$ cat config.mk
export PLATFORM = sky130hd
export DESIGN_NAME = pc_gen
export DESIGN_NICKNAME = d
export VERILOG_FILES = /design/src/rtl/pc_gen_pkg.sv /design/src/rtl/pc_gen_btb.sv /design/src/rtl/pc_gen.sv
export SDC_FILE = /design/constraint.sdc
export NUM_CORES = 1
export LEC_CHECK = 0
export BUFFER_PORTS_ARGS = -buffer_cell sky130_fd_sc_hd__buf_2
export CAP_MARGIN = 15
export CORE_ASPECT_RATIO = 1.25
export CORE_MARGIN = 1
export CORE_UTILIZATION = 50
export CTS_CLUSTER_SIZE = 16
export DETAILED_ROUTE_END_ITERATION = 10
export PLACE_DENSITY = 0.91
export SLEW_MARGIN = 20
export SYNTH_ARGS = -nofsm -noshare
export SYNTH_HDL_FRONTEND = slang
export SYNTH_SLANG_ARGS = --single-unit
$ cat constraint.sdc
create_clock -name clk -period 4.5 [get_ports clk]
set_input_delay 0.225 -clock clk [delete_from_list [all_inputs] [get_ports clk]]
set_output_delay 0.225 -clock clk [all_outputs]
set_load 0.03 [all_outputs]
$ cat src/rtl/pc_gen_pkg.sv
// Shared defaults and types for the IF-stage fetch-address generator.
package pc_gen_pkg;

    localparam int unsigned ADDR_W_DEF     = 32;
    localparam logic [31:0] RESET_VEC_DEF  = 32'h0000_0000;
    localparam int unsigned INST_BYTES_DEF = 4;
    // Position of the IF stage in the pipeline stall vector.
    localparam int unsigned STALL_IF_BIT   = 0;

    // Source of the next fetch address.
    typedef enum logic [2:0] {
        NPC_HOLD,
        NPC_LIVE,
        NPC_PEND,
        NPC_BTB,
        NPC_SEQ
    } npc_src_e;

endpackage

$ cat src/rtl/pc_gen_btb.sv
// Direct-mapped branch target buffer: combinational lookup on the current pc,
// update written at the clock edge (a same-cycle update is seen next cycle).
module pc_gen_btb
    import pc_gen_pkg::*;
#(
    parameter int unsigned ADDR_W     = ADDR_W_DEF,
    parameter int unsigned INST_BYTES = INST_BYTES_DEF,
    parameter int unsigned BTB_DEPTH  = 16
) (
    input  logic              clk,
    input  logic              rst,
    input  logic [ADDR_W-1:0] lkp_pc_i,
    output logic              hit_o,
    output logic [ADDR_W-1:0] target_o,
    input  logic              upd_valid_i,
    input  logic [ADDR_W-1:0] upd_pc_i,
    input  logic [ADDR_W-1:0] upd_target_i,
    input  logic              upd_taken_i
);

    localparam int unsigned OFF_W = $clog2(INST_BYTES);
    localparam int unsigned IDX_W = $clog2(BTB_DEPTH);
    localparam int unsigned TAG_W = ADDR_W - OFF_W - IDX_W;

    logic [BTB_DEPTH-1:0] vld_q;
    logic [TAG_W-1:0]     tag_q [BTB_DEPTH];
    logic [ADDR_W-1:0]    tgt_q [BTB_DEPTH];

    logic [IDX_W-1:0] lkp_idx;
    logic [TAG_W-1:0] lkp_tag;
    logic [IDX_W-1:0] upd_idx;
    logic [TAG_W-1:0] upd_tag;
    logic             upd_tag_match;

    assign lkp_idx       = lkp_pc_i[OFF_W +: IDX_W];
    assign lkp_tag       = lkp_pc_i[ADDR_W-1 -: TAG_W];
    assign upd_idx       = upd_pc_i[OFF_W +: IDX_W];
    assign upd_tag       = upd_pc_i[ADDR_W-1 -: TAG_W];
    assign upd_tag_match = (tag_q[upd_idx] == upd_tag);

    assign hit_o    = vld_q[lkp_idx] && (tag_q[lkp_idx] == lkp_tag);
    assign target_o = tgt_q[lkp_idx];

    // Byte-offset bits never take part in indexing or tagging.
    generate
        if (OFF_W > 0) begin : g_off
            logic unused_off;
            assign unused_off = ^{lkp_pc_i[OFF_W-1:0], upd_pc_i[OFF_W-1:0]};
        end
    endgenerate

    // Valid bits: install on taken, invalidate only on a matching not-taken.
    always_ff @(posedge clk) begin
        if (rst) begin
            vld_q <= '0;
        end else if (upd_valid_i) begin
            if (upd_taken_i) begin
                vld_q[upd_idx] <= 1'b1;
            end else if (upd_tag_match) begin
                vld_q[upd_idx] <= 1'b0;
            end
        end
    end

    // Tag and target payload; meaningless while the valid bit is clear.
    always_ff @(posedge clk) begin
        if (upd_valid_i && upd_taken_i) begin
            tag_q[upd_idx] <= upd_tag;
            tgt_q[upd_idx] <= upd_target_i;
        end
    end

endmodule

$ cat src/rtl/pc_gen.sv
// Fetch-address generator for the IF stage: prioritised redirect channels,
// one-entry pending buffer for redirects that arrive while stalled, and an
// optional BTB predictor enabled with the PC_GEN_BTB_EN macro.
module pc_gen
    import pc_gen_pkg::*;
#(
    parameter int unsigned       ADDR_W     = ADDR_W_DEF,
    parameter logic [ADDR_W-1:0] RESET_VEC  = ADDR_W'(RESET_VEC_DEF),
    parameter int unsigned       INST_BYTES = INST_BYTES_DEF,
    parameter int unsigned       STALL_W    = 5,
    parameter int unsigned       NUM_REDIR  = 2,
    parameter int unsigned       BTB_DEPTH  = 16
) (
    input  logic                        clk,
    input  logic                        rst,
    input  logic [STALL_W-1:0]          stall_i,
    input  logic [NUM_REDIR-1:0]        redir_valid_i,
    input  logic [NUM_REDIR*ADDR_W-1:0] redir_addr_i,
    input  logic                        btb_upd_valid_i,
    input  logic [ADDR_W-1:0]           btb_upd_pc_i,
    input  logic [ADDR_W-1:0]           btb_upd_target_i,
    input  logic                        btb_upd_taken_i,
    output logic [ADDR_W-1:0]           pc_o,
    output logic                        ce_o,
    output logic                        pred_taken_o,
    output logic                        misalign_o
);

    localparam int unsigned       CH_W     = (NUM_REDIR > 1) ? $clog2(NUM_REDIR) : 1;
    localparam logic [ADDR_W-1:0] OFF_MASK = ADDR_W'(INST_BYTES - 1);
    localparam logic [ADDR_W-1:0] PC_INC   = ADDR_W'(INST_BYTES);

    logic [ADDR_W-1:0] pc_q, pc_d;
    logic              ce_q, ce_d;
    logic              pred_q, pred_d;
    logic              mis_q, mis_d;
    logic              pend_vld_q, pend_vld_d;
    logic [ADDR_W-1:0] pend_addr_q, pend_addr_d;
    logic [CH_W-1:0]   pend_ch_q, pend_ch_d;

    logic              adv;
    logic              live_any;
    logic [CH_W-1:0]   live_ch;
    logic [ADDR_W-1:0] live_addr;
    logic              btb_hit;
    logic [ADDR_W-1:0] btb_tgt;
    logic [ADDR_W-1:0] redir_tgt;
    npc_src_e          npc_src;

    logic unused_stall;
    assign unused_stall = ^stall_i;

    assign adv = ce_q & ~stall_i[STALL_IF_BIT];

`ifdef PC_GEN_BTB_EN
    pc_gen_btb #(
        .ADDR_W     (ADDR_W),
        .INST_BYTES (INST_BYTES),
        .BTB_DEPTH  (BTB_DEPTH)
    ) u_btb (
        .clk          (clk),
        .rst          (rst),
        .lkp_pc_i     (pc_q),
        .hit_o        (btb_hit),
        .target_o     (btb_tgt),
        .upd_valid_i  (btb_upd_valid_i),
        .upd_pc_i     (btb_upd_pc_i),
        .upd_target_i (btb_upd_target_i),
        .upd_taken_i  (btb_upd_taken_i)
    );
`else
    logic unused_btb;
    assign unused_btb = ^{btb_upd_valid_i, btb_upd_pc_i, btb_upd_target_i, btb_upd_taken_i};
    assign btb_hit    = 1'b0;
    assign btb_tgt    = '0;
`endif

    // Live redirect arbitration: scan from lowest priority so index 0 wins.
    always_comb begin
        live_any  = 1'b0;
        live_ch   = '0;
        live_addr = '0;
        for (int k = NUM_REDIR - 1; k >= 0; k--) begin
            if (redir_valid_i[k]) begin
                live_any  = 1'b1;
                live_ch   = CH_W'(k);
                live_addr = redir_addr_i[k*ADDR_W +: ADDR_W];
            end
        end
    end

    // Next-pc selection, pending-buffer maintenance and misalign pulse.
    always_comb begin
        pc_d        = pc_q;
        ce_d        = 1'b1;
        pred_d      = pred_q;
        mis_d       = 1'b0;
        pend_vld_d  = pend_vld_q;
        pend_addr_d = pend_addr_q;
        pend_ch_d   = pend_ch_q;
        redir_tgt   = '0;
        npc_src     = NPC_HOLD;

        if (adv) begin
            if (live_any) begin
                npc_src   = NPC_LIVE;
                redir_tgt = live_addr;
            end else if (pend_vld_q) begin
                npc_src   = NPC_PEND;
                redir_tgt = pend_addr_q;
            end else if (btb_hit) begin
                npc_src = NPC_BTB;
            end else begin
                npc_src = NPC_SEQ;
            end
        end

        case (npc_src)
            NPC_LIVE, NPC_PEND: begin
                pc_d       = redir_tgt & ~OFF_MASK;
                mis_d      = |(redir_tgt & OFF_MASK);
                pred_d     = 1'b0;
                pend_vld_d = 1'b0;
            end
            NPC_BTB: begin
                pc_d   = btb_tgt;
                pred_d = 1'b1;
            end
            NPC_SEQ: begin
                pc_d   = pc_q + PC_INC;
                pred_d = 1'b0;
            end
            default: begin
                // Stalled: capture a redirect unless a stronger one is already held.
                if (live_any && (!pend_vld_q || (live_ch < pend_ch_q))) begin
                    pend_vld_d  = 1'b1;
                    pend_addr_d = live_addr;
                    pend_ch_d   = live_ch;
                end
            end
        endcase
    end

    // State registers with synchronous reset.
    always_ff @(posedge clk) begin
        if (rst) begin
            pc_q        <= RESET_VEC;
            ce_q        <= 1'b0;
            pred_q      <= 1'b0;
            mis_q       <= 1'b0;
            pend_vld_q  <= 1'b0;
            pend_addr_q <= '0;
            pend_ch_q   <= '0;
        end else begin
            pc_q        <= pc_d;
            ce_q        <= ce_d;
            pred_q      <= pred_d;
            mis_q       <= mis_d;
            pend_vld_q  <= pend_vld_d;
            pend_addr_q <= pend_addr_d;
            pend_ch_q   <= pend_ch_d;
        end
    end

    assign pc_o         = pc_q;
    assign ce_o         = ce_q;
    assign pred_taken_o = pred_q;
    assign misalign_o   = mis_q;

endmodule
# ---- Yosys cells after proc, flatten, opt, wreduce, memory -nomap -nowiden
# Cells that the tools add are included.
dict set report classes {
  n_mux 16
  n_bitwise 5
  n_lt_le_gt_ge 1
  n_reduce_logical 14
  n_shift 0
  n_eq_ne 4
  n_addsub 1
  multipliers 0
  div_mod_pow 0
}
# cell count
set op_table {}
lappend op_table {{$mux W32} 5}
lappend op_table {{$pmux W32 S3} 1}
lappend op_table {{$add A32 B3 Y32 const B} 1}
lappend op_table {{$mux W3} 3}
lappend op_table {{$reduce_or A2 Y1} 4}
lappend op_table {{$eq A3 B2 Y1 const B} 2}
lappend op_table {{$mux W1} 5}
lappend op_table {{$not A1 Y1} 4}
lappend op_table {{$pmux W1 S2} 2}
lappend op_table {{$reduce_and A2 Y1} 2}
lappend op_table {{$reduce_bool A2 Y1} 2}
lappend op_table {{$reduce_or A4 Y1} 1}
lappend op_table {{$eq A3 B1 Y1 const B} 1}
lappend op_table {{$eq A3 B3 Y1 const B} 1}
lappend op_table {{$reduce_bool A3 Y1} 1}
lappend op_table {{$reduce_or A3 Y1} 1}
lappend op_table {{$and A1 B1 Y1} 1}
lappend op_table {{$logic_and A1 B1 Y1} 1}
lappend op_table {{$logic_not A1 Y1} 1}
lappend op_table {{$logic_or A1 B1 Y1} 1}
lappend op_table {{$lt A1 B1 Y1} 1}
dict set report word_totals {
  out_inout_bits 35
  elab_cells 48
  mem_bits_ro 0
  latch_bits 0
  register_bits 69
  n_memories 0
  mem_bits_rw 0
  input_bits 139
}

# ---- Longest topological paths before layout
dict set report depth {
  ltp_word 8
  mapped_depth 9
}

# ---- Worst setup path before layout
# No wires, ideal clock.
dict set report synth_timing {
  path_kind {register to register}
  start {reg pc_q[20] (netlist: pc_o[20])}
  end {reg pc_q[30] (netlist: pc_o[30])}
  t_required_ps 4409
  arrival_ps 1974
  path_slack_ps 2435
  n_path_buf 1
  path_stages_with_launch 7
  cell_sequence {dfxtp_1 -> buf_4 -> and4_4 -> nand2_2 -> or4_1 -> or3_1 -> a311oi_1}
}
dict set report synth_via {
  elab_chain_len 2
}
# element line
set synth_rtl {}
lappend synth_rtl {{from (decl)} pc_gen.sv:33} ;# logic [ADDR_W-1:0] pc_q, pc_d;
lappend synth_rtl {{from (signal assigned)} pc_gen.sv:155} ;# pc_q <= pc_d;
lappend synth_rtl {{$add A32 B3 Y32} pc_gen.sv:130} ;# pc_d = pc_q + PC_INC;
lappend synth_rtl {{$pmux W32 S3} pc_gen.sv:118} ;# case (npc_src)
# No other way between the ends.
# A chain may end at the register's enable or synchronous reset.

# ---- Worst setup path in the final report
dict set report layout_timing {
  start {in redir_valid_i[0]}
  end {reg pend_addr_q[11]}
}
dict set report layout_via {
  elab_chain_len 7
  elab_cells_between_ends 15
  cone_classes {1 x order compare; 4 x eq/ne; 5 x mux; 1 x bitwise; 4 x reduce/logical}
}
# element line
set layout_rtl {}
lappend layout_rtl {{from (decl)} pc_gen.sv:17} ;# input logic [NUM_REDIR-1:0] redir_valid_i,
lappend layout_rtl {{$mux W1} pc_gen.sv:84} ;# if (redir_valid_i[k]) begin
lappend layout_rtl {{$mux W3} pc_gen.sv:105} ;# if (live_any) begin
lappend layout_rtl {{$mux W3} pc_gen.sv:104} ;# if (adv) begin
lappend layout_rtl {{$eq A3 B3 Y1 (tied with other cells)} pc_gen.sv:118}
lappend layout_rtl {{$reduce_or A4 Y1 (no source line)} -}
lappend layout_rtl {{$not A1 Y1 (no source line)} -}
lappend layout_rtl {{$reduce_and A2 Y1 (no source line)} -}
lappend layout_rtl {{to (signal assigned)} pc_gen.sv:160} ;# pend_addr_q <= pend_addr_d;
lappend layout_rtl {{to (decl)} pc_gen.sv:38} ;# logic [ADDR_W-1:0] pend_addr_q, pend_addr_d;
# Parallel ways exist; a longest one is shown, timed or not.

==> results by stage <==
Status:
- The flow ran to the end, and the final reports show no timing, DRC or antenna violations.

Place:
- Input and output buffers added on the ports amount to 101.
- The final weighted congestion in routability-driven placement is 0.886.
- The detailed placement HPWL is 7.80 mm.
- Timing analysis after detailed placement gives a worst setup slack of 1.74 ns.

Global routing:
- The initial antenna violation count is 0.
- Global routing used 29.3% of the available tracks.
- Entering global routing, the biggest net connects 62 pins.
- The number of global-route vias before repair came to 3799.
- The first global-routing pass estimated 18.1 mm of wire.
- The aggregate global routing overflow is 0.

Timing:
- The number of endpoints failing setup at the final stage is 0.
- The time the final worst path needs with I/O delays and setup is 2.48 ns.
- After routing, the total negative slack on setup checks comes to 0 ns.
- The count of final max-slew check failures was 0.
- Setup repair after global routing left no endpoint under its margin.
- The period utilization is 55.0%.
- The final-report hold violation count is 0.
- Clock skew on the completed layout was measured at 0.00844 ns.
- At the pin with the least slew margin, the transition time is 1.08 ns.
- The worst max-slew margin expressed relative to the limit is 27.9%.
- The peak clock frequency supported by timing is 404 MHz.
- Across all setup checks in the final design, the least slack found is 2.02 ns.

Flow run:
- The total of max-cap violations is 0.

Synth:
- In the post-synthesis netlist, the cell with the most instances is sky130_fd_sc_hd__dfxtp_1.
- The commonest cells after synthesis are 67 x sky130_fd_sc_hd__dfxtp_1, 47 x sky130_fd_sc_hd__nand2_1, 44 x sky130_fd_sc_hd__nor2_1.
- After synthesis the netlist holds a flip-flop and latch count of 67.
- The synthesized design spends more area on one cell type than any other, namely sky130_fd_sc_hd__dfxtp_1.
- The synthesized netlist cell count is 470.
- A synthesized cell averages 7.96 sq um.
- The total number of yosys warnings is 0.
- The mapped netlist covers 3740 sq um.
- Counting flops with an async set or reset pin after synthesis yields a share of 0%.
- The number of flops mapped to enable cells by yosys is 0.
- In the synthesized netlist the dominant register cell turns out to be sky130_fd_sc_hd__dfxtp_1.
- Of the synthesized area, sequential elements account for 35.8%.
- By area the synthesized netlist is led by sky130_fd_sc_hd__dfxtp_1 36%, sky130_fd_sc_hd__a211oi_1 5.8%, sky130_fd_sc_hd__nand2_1 4.7%.
- Of the post-synthesis cell area, the dominant cell type holds 35.8%.
- The synthesized netlist contains 59 unique library cells.

Clocking:
- The register clock-pin slew on the reported worst setup and hold paths is 0.07 ns.
- The number of hold buffers added after CTS was 0.
- TritonCTS built the clock tree.
- The clock passes through at most 2 buffers.
- The insertion delay to the later sink of the worst-skew pair is 0.35 ns.
- After clock tree synthesis, the setup repair step added 0 buffers.
- The CTS H-tree depth is 3.
- The clock sink total is 67.
- The number of buffers created by CTS is 9.
- In this run, post-CTS repair resized a total of 0 instances.
- The cell at the root of the clock tree is sky130_fd_sc_hd__clkbuf_8.

Power and ir drop:
- The switching power total is 0.438 mW.
- Dividing total power by cell area gives a power density of 320 nW/um^2.
- Combinational logic burns 20.0% of the power.
- The switching power as a share of total power is 30.8%.
- IR analysis of the VDD net gives a maximum drop of 224 uV.
- Cell internal power was estimated by the tool at 0.986 mW.
- The sum of internal, switching and leakage power is 1.42 mW.
- In this run, flip-flops and latches consume 47.5% of the power.
- The clock network accounts for 32.5% of the total power.
- For this design the static power due to leakage is 1.74 nW.

Die:
- 174 I/O pins were placed.
- In this run the vertical extent of the chip is 98.7 microns.
- After floorplanning, the core was divided into 34 placement rows.
- The die footprint is 7840 sq um.
- The initial core utilization is 52.7%.
- The total core area is 7100 sq um.
- The floorplan step set the die width to 79.4 microns.

Final layout:
- Cells with a size suffix above 1 make up 25.3% of the layout.
- The register area is 1340 sq um.
- For this run, the post-layout net count is 690.
- The filler cell count is 613.
- Compared with the post-synthesis result, the final layout area differs by 18.9%.
- The number of antenna diodes is 0.
- The footprint of the multi-input gates is 2220 sq um.

Setup path:
- The arrival time reported for the critical path endpoint is 2.73 ns.
- The most critical setup path has its startpoint at redir_valid_i[0].
- The type of the setup path with the least slack is in -> reg.
- The origin of the critical flop-to-flop path is pend_vld_q.
- STA puts the critical path data required time at 4.76 ns.
- The worst setup path is launched from an input port.
- STA classifies the critical path endpoint as a flip-flop.
- The setup slack on the worst flop-to-flop path is 2.30 ns.
- The biggest fanout along the worst timing path is 61.

Route:
- The routed via count divided by cell count is 6.45.
- The detail route stage leaves a number of antenna-violating nets equal to 0.
- After detailed routing, the average wire length per cell comes to 17.6 microns.
- After the first detailed-routing iteration, the DRC count stood at 483.
- The total routed wirelength is 11.3 mm.
- The via total after detailed routing is 4153.
- The count of TritonRoute iterations in the first routing pass is 5.
- In the routed design, unresolved DRC markers number 0.

Worst hold path:
- The startpoint identified for the worst hold timing path is redir_addr_i[54].
- The class of the worst hold path is in -> reg.
==> critical path, cell delays in order <==
cell and delay, ns:
sky130_fd_sc_hd__buf_2 0.80, sky130_fd_sc_hd__nor2b_2 0.08, sky130_fd_sc_hd__nand2b_1 0.24, sky130_fd_sc_hd__a211oi_4 0.77
sky130_fd_sc_hd__buf_12 0.29, sky130_fd_sc_hd__nor2_1 0.06, sky130_fd_sc_hd__a311oi_1 0.23
==> power by group through the flow <==
| stage | sequential [mW] | combinational [mW] | clock, mW |
|---|---|---|---|
| CTS | 0.674 | 0.281 | 0.460 |
| global route | 0.681 | 0.311 | 0.492 |
| floorplan | 0.709 | 0.162 | 0 |
| global placement | 0.685 | 0.271 | 0 |
| detailed placement | 0.688 | 0.279 | 0 |
| finish | 0.676 | 0.285 | 0.463 |
==> worst paths after layout <==
check	end	cells after the start
setup / recovery	pend_addr_q[11]	7
hold / removal	pend_addr_q[22]	3
setup reg to reg	pc_o[18]	4
hold reg to reg	pend_addr_q[28]	2
==> state kept, by name, indices dropped and copies added, names as in the netlist <==
| name | count |
|---|---|
| pc_o | 30 |
| misalign_o | 1 |
| pend_ch_q | 1 |
| pred_taken_o | 1 |
| pend_vld_q | 1 |
| ce_o | 1 |
| pend_addr_q | 32 |
==> metrics by stage <==
stage | hold slack, ns | instances | utilization, % | area, sq um
after CTS | 0.158 | 644 | 62.6 | 4450
final | 0.156 | 644 | 62.6 | 4450
after global routing | 0.171 | 644 | 62.6 | 4450
after detailed placement | 0.458 | 629 | 60.1 | 4270
after floorplan | 0.368 | 471 | - | 3750
after global placement | 0.451 | 629 | 60.1 | 4270
==> layer usage <==
| layer | vias to the layer above | global-route usage [%] | routed length [microns] |
|---|---|---|---|
| li1 | 1935 | - | - |
| met1 | 1934 | 39.4 | 4780 |
| met2 | 251 | 44.6 | 5130 |
| met3 | 33 | 6.67 | 1060 |
| met4 | 0 | 13.1 | 356 |
| met5 | - | 0 | 0 |
==> area by class of cell <==
| cell class | count | area share (%) |
|---|---|---|
| repair buffers | 108 | 12.8 |
| flip-flops and latches | 67 | 30.2 |
| clock inverters | 2 | 0.225 |
| multi-input cells | 357 | 49.9 |
| inverters | 7 | 0.591 |
| clock buffers | 13 | 3.80 |
| well taps | 90 | 2.53 |
==> cell usage in the layout (no fill, tap or decap), types with 11 or more instances in the layout <==
cell type,netlist,routed
sky130_fd_sc_hd__o21ai_0,21,21
sky130_fd_sc_hd__nand2_1,47,47
sky130_fd_sc_hd__a21oi_1,35,35
sky130_fd_sc_hd__nand3_1,15,15
sky130_fd_sc_hd__a211oi_1,29,29
sky130_fd_sc_hd__clkbuf_8,0,12
sky130_fd_sc_hd__nor2_1,44,44
sky130_fd_sc_hd__buf_2,9,101
sky130_fd_sc_hd__nor3_1,11,11
sky130_fd_sc_hd__a22oi_1,20,20
sky130_fd_sc_hd__dfxtp_1,67,67
==> cell families (layout without fill, tap and decap cells) <==
group           Yosys count  in the layout  synth area share [%]
flops                    67             67                  35.8
fa+ha+maj                 1              1                 0.334
compound gates          170            170                  32.0
mux                       2              2                 0.535
other cells               1              2                 0.100
buf+inv                  47            130                  5.32
xor+xnor                  7              7                  1.64
simple gates            175            175                  24.2
Note: power is estimated with default switching activity, not from simulation.
